===== src/rtl/wr_fifo_pack.sv =====
// wr_fifo_pack
//   Packs 32-bit pixel beats into 128-bit words and buffers them in a small
//   first-word-fall-through FIFO that feeds a DDR write master.
//
//   Build option: define WR_FIFO_PACK_FLUSH_EN to enable in_flush.
//   When enabled, in_flush commits a partially filled word with its
//   unfilled upper lanes zeroed. If storage is full, the commit waits in
//   flush_pend until a slot frees up. When the macro is not defined,
//   in_flush is ignored.
//
// Ports
//   clk        : single clock
//   rst        : asynchronous, active-high reset
//   in_en      : a 32-bit beat is presented on in_data
//   in_data    : beat data (the first beat of a word lands in bits [31:0])
//   in_rdy     : a beat is accepted this cycle when in_en is also high
//   in_flush   : single-cycle pulse that forces commit of a partial word
//   out_rd_en  : the consumer takes the head word
//   out_vld    : the head word is valid (word_cnt != 0)
//   out_data   : the head word, or 0 when the FIFO is empty
//   burst_rdy  : word_cnt >= BURST_LEN
//   word_cnt   : number of stored 128-bit words
//   ovf        : sticky; set when a beat was dropped, cleared only by reset
module wr_fifo_pack #(
  parameter int DEPTH_WIDTH = 4,
  parameter int BURST_LEN   = 8
) (
  input  logic                   clk,
  input  logic                   rst,
  input  logic                   in_en,
  input  logic [31:0]            in_data,
  output logic                   in_rdy,
  input  logic                   in_flush,
  input  logic                   out_rd_en,
  output logic                   out_vld,
  output logic [127:0]           out_data,
  output logic                   burst_rdy,
  output logic [DEPTH_WIDTH:0]   word_cnt,
  output logic                   ovf
);

  localparam int DEPTH = 1 << DEPTH_WIDTH;
  localparam logic [DEPTH_WIDTH:0]   FULL_CNT  = (DEPTH_WIDTH+1)'(DEPTH);
  localparam logic [DEPTH_WIDTH:0]   BURST_CNT = (DEPTH_WIDTH+1)'(BURST_LEN);
  localparam logic [DEPTH_WIDTH:0]   CNT_ONE   = (DEPTH_WIDTH+1)'(1);
  localparam logic [DEPTH_WIDTH-1:0] PTR_ONE   = DEPTH_WIDTH'(1);

  logic [127:0]           mem_q [DEPTH];
  logic [DEPTH_WIDTH-1:0] wr_ptr_q, wr_ptr_d, rd_ptr_q, rd_ptr_d;
  logic [DEPTH_WIDTH:0]   cnt_q, cnt_d;
  logic [1:0]             lane_q, lane_d, lane_after;
  logic [95:0]            pack_q, pack_d;
  logic                   flush_pend_q, flush_pend_d;
  logic                   ovf_q, ovf_d;
  logic                   full, accept, rd, commit, commit_wr;
  logic [127:0]           merged;

`ifndef WR_FIFO_PACK_FLUSH_EN
  logic unused_flush;
  assign unused_flush = in_flush;
`endif

  always_comb begin
    full   = (cnt_q == FULL_CNT);
    in_rdy = !full && !flush_pend_q;
    accept = in_en && in_rdy;
    rd     = out_rd_en && out_vld;

    // Lanes above the current one are always zero in pack_q, because pack_q
    // is cleared on every commit. That zero padding is what a flushed word needs.
    merged = {32'b0, pack_q};
    for (int i = 0; i < 4; i++) begin
      if (accept && lane_q == 2'(i)) merged[i*32 +: 32] = in_data;
    end
    lane_after = accept ? lane_q + 2'd1 : lane_q;

    commit       = 1'b0;
    pack_d       = accept ? merged[95:0] : pack_q;
    lane_d       = lane_after;
    flush_pend_d = flush_pend_q;
    ovf_d        = ovf_q | (in_en && !in_rdy);

    if (accept && lane_q == 2'd3) begin
      commit = 1'b1;
`ifdef WR_FIFO_PACK_FLUSH_EN
    end else if ((in_flush || flush_pend_q) && lane_after != 2'd0) begin
      // A flush cannot take effect while storage is full; it is held pending.
      if (!full) begin
        commit       = 1'b1;
        flush_pend_d = 1'b0;
      end else begin
        flush_pend_d = 1'b1;
      end
`endif
    end

    if (commit) begin
      pack_d = '0;
      lane_d = 2'd0;
    end

    wr_ptr_d = commit ? wr_ptr_q + PTR_ONE : wr_ptr_q;
    rd_ptr_d = rd ? rd_ptr_q + PTR_ONE : rd_ptr_q;
    case ({commit, rd})
      2'b10:   cnt_d = cnt_q + CNT_ONE;
      2'b01:   cnt_d = cnt_q - CNT_ONE;
      default: cnt_d = cnt_q;
    endcase
  end

  // The reset edge must never write storage.
  assign commit_wr = commit && !rst;

  always_ff @(posedge clk) begin
    if (commit_wr) mem_q[wr_ptr_q] <= merged;
  end

  always_ff @(posedge clk or posedge rst) begin
    if (rst) begin
      wr_ptr_q     <= '0;
      rd_ptr_q     <= '0;
      cnt_q        <= '0;
      lane_q       <= 2'd0;
      pack_q       <= '0;
      flush_pend_q <= 1'b0;
      ovf_q        <= 1'b0;
    end else begin
      wr_ptr_q     <= wr_ptr_d;
      rd_ptr_q     <= rd_ptr_d;
      cnt_q        <= cnt_d;
      lane_q       <= lane_d;
      pack_q       <= pack_d;
      flush_pend_q <= flush_pend_d;
      ovf_q        <= ovf_d;
    end
  end

  assign out_vld   = (cnt_q != '0);
  assign out_data  = out_vld ? mem_q[rd_ptr_q] : 128'b0;
  assign burst_rdy = (cnt_q >= BURST_CNT);
  assign word_cnt  = cnt_q;
  assign ovf       = ovf_q;

endmodule


===== config.mk =====
export PLATFORM = sky130hd
export DESIGN_NAME = wr_fifo_pack
export DESIGN_NICKNAME = d
export VERILOG_FILES = /design/src/rtl/wr_fifo_pack.sv
export SDC_FILE = /design/constraint.sdc
export NUM_CORES = 2
export LEC_CHECK = 0
export CORE_MARGIN = 2
export CORE_UTILIZATION = 60
export DETAILED_ROUTE_END_ITERATION = 8
export PLACE_DENSITY = 0.87
export SYNTH_ARGS = -nofsm -noshare
export SYNTH_HDL_FRONTEND = slang
export SYNTH_SLANG_ARGS = --single-unit

===== constraint.sdc =====
create_clock -name clk -period 8.5 [get_ports clk]
set_input_delay 1.275 -clock clk [delete_from_list [all_inputs] [get_ports clk]]
set_output_delay 1.275 -clock clk [all_outputs]
set_load 0.005 [all_outputs]

==> run metrics <==
run status finished, final reports clean; post-route cell area 0.0936 mm^2; drt first pass iters 5; post-synthesis cell count 3452; reg-to-reg startpoint lane_q[0]; slack of the critical path 2.54 ns; CTS resizes 0; CTS H-tree depth 4; Fin Hold WS 0.482 ns; gr ovfl total 0; CTS Buffer Depth 3; Area Growth Syn to Fin 12.4%; io pins 174; CP max FO 105; type of the most critical hold path reg -> reg; fmax 168 MHz; post-route ant nets 0; die area 0.142 mm^2; hold buffer count at CTS 0; RSZ-0062 raised after global routing false; Mean Syn Cell Area 24.1 um^2; NumNets Final 3731; clk_lat worst skew 0.86 ns; reg-to-reg endpoint mem_q[15][27]; Max Cap Violations 0; Non-Filler Instances 5652; GRT Resource Usage Total 32.6%; cts bufs inserted 191; Slew @ Worst Pin 1.45 ns; sequential fraction of the synthesis area 77.3%; Final setup viols 0; Worst R2R Path Depth 6; IO Port Bufs 172; Top FF cell, synth edfxtp_1; CP Data Arrival Time 4.68 ns; Setup crit end out_data[68]; mean routed wirelength per cell 40.2 um; beginning of the critical path rd_ptr_q[0]; flip-flop and latch count after synthesis 2160; CTS clk-pin slew, worst paths 0.06 ns; initial antenna violation count 20; WP data required 7.22 ns; Mapped Area 0.0832 mm^2; first-pass GRT wire length 320000 um; synth warn 0; crit end category output pin; Post-synth EDFFs 2048; pwr dens 347 mW/mm^2; die width 376 um; Cells after DPL 5283; DPL Wire Length 103000 um; initial core utilization 60.5%; Post-Syn Nets 3501; vias per cell 7.28; root buffer cell clkbuf_16; largest net degree at the start of global routing 165; post-synthesis cell type count 39; post-route setup TNS 0 ns; DP Area 0.0872 mm^2; total routed wirelength 227000 um; maximum VDD drop 0.000289 V; number of global-route vias before repair 42800; Leakage 30.0 nW; Synth async-reset ratio 5.19%; share of layout cells above drive strength 1 28.1%; pre-CTS setup slack 3.39 ns; reg2reg setup slack 4.56 ns; Core Box Area 0.138 mm^2; period utilisation layout 70.1%; kind of critical path reg -> out; row count 136; Fin. Hold Viols 0; Die Span Y 376 um; DRT iter0 DRCs 6080; Startpoint Class flop; Post-CTS Setup Inserts 0; Vias 41200; Max Slew Vio Count 0; # DRC 0; # clock sinks 2160; CTS tree done; Worst Skew 0.0508 ns; Tmin final 5.96 ns; worst rel slew slack 3.29%; gpl congestion 0.732
registers in the layout, indices dropped and copies added, names as in the netlist:
name and count:
word_cnt 5, lane_q 2, mem_q 2048, pack_q 96
ovf 1, rd_ptr_q 4, wr_ptr_q 4
how the worst min path moves through the flow:
stage | depth (start not counted) | startpoint | to | slack (ns)
after floorplan | 1 | ovf | ovf | 0.46
after global placement | 1 | ovf | ovf | 0.45
after detailed placement | 1 | ovf | ovf | 0.46
after CTS | 1 | ovf | ovf | 0.48
after global routing | 1 | ovf | ovf | 0.50
final | 1 | ovf | ovf | 0.48
cells in the mapped netlist, drive strengths merged, types with 4 or more instances:
| cell type | count | area share (%) |
|---|---|---|
| nor2 | 11 | 0.050 |
| and2 | 161 | 1.2 |
| buf | 98 | 0.64 |
| ha | 12 | 0.18 |
| a22o | 96 | 1.0 |
| o21ai | 9 | 0.059 |
| dfrtp | 112 | 3.4 |
| mux2 | 97 | 1.3 |
| nand2 | 17 | 0.083 |
| inv | 9 | 0.041 |
| xnor2 | 9 | 0.095 |
| nor3b | 4 | 0.036 |
| clkbuf | 95 | 0.43 |
| mux4 | 640 | 17 |
| and3 | 8 | 0.060 |
| edfxtp | 2048 | 74 |
layout by cell type (no fill, tap or decap), drive strengths merged, types with 9 or more instances in the layout:
master / instances
edfxtp: 2048
mux4: 640
xnor2: 9
o21ai: 9
and2: 161
clkdlybuf4s50: 172
a22o: 96
inv: 14
buf: 58
mux2: 97
nand2: 17
dfrtp: 112
diode: 14
ha: 12
clkbuf: 267
bufinv: 17
clkinv: 59
nor2: 11
area by class of cell:
class,instances,area [um^2]
timing repair buffer,230,2440
antenna,14,35.0
inverter,9,36.3
fill,7451,44100
sequential,2160,64300
clock buffer,267,5460
clock inverter,88,880
tap,1794,2240
multi-input combinational,1090,18100
per-layer routing:
metal	track usage (%)	up-vias	part of all wire, %
met5	0	-	0.035
met3	9.35	796	13
met4	19.0	12	6.2
met2	53.3	3653	50
li1	-	15200	-
met1	39.2	21500	31
where the power goes:
part	switching [mW]	total, mW	leakage, nW	internal [mW]
Sequential	0.449	13.5	20.2	13.1
Clock	3.92	8.91	3.09	4.99
Combinational	5.10	10.1	6.69	4.97
Total	9.47	32.5	30.0	23.0
worst max-delay path: stages (launching register included):
cell	delay (ns)
dfrtp_4	1.06
buf_12	0.69
mux4_2	0.68
mux4_2	0.57
and2_1	0.21
clkdlybuf4s50_1	0.46
metrics by stage:
stage	utilization, %	power (mW)
5_1_grt	67.9	33.4
2_1_floorplan	-	19.8
3_5_place_dp	63.3	23.5
6_report	68.0	32.5
4_1_cts	67.9	32.6
3_3_place_gp	63.3	23.1
logic make-up after synthesis:
logic type	after synthesis	share of synthesized area (%)
xor gates and xnor gates	11	0.116
AOI/OAI and AO/OA	117	1.18
muxes	737	18.6
buffers and inverters	202	1.11
adders and majority gates	12	0.180
DFF	2160	77.3
and+or+nand+nor	213	1.52
Note: power is estimated with default switching activity, not from simulation.
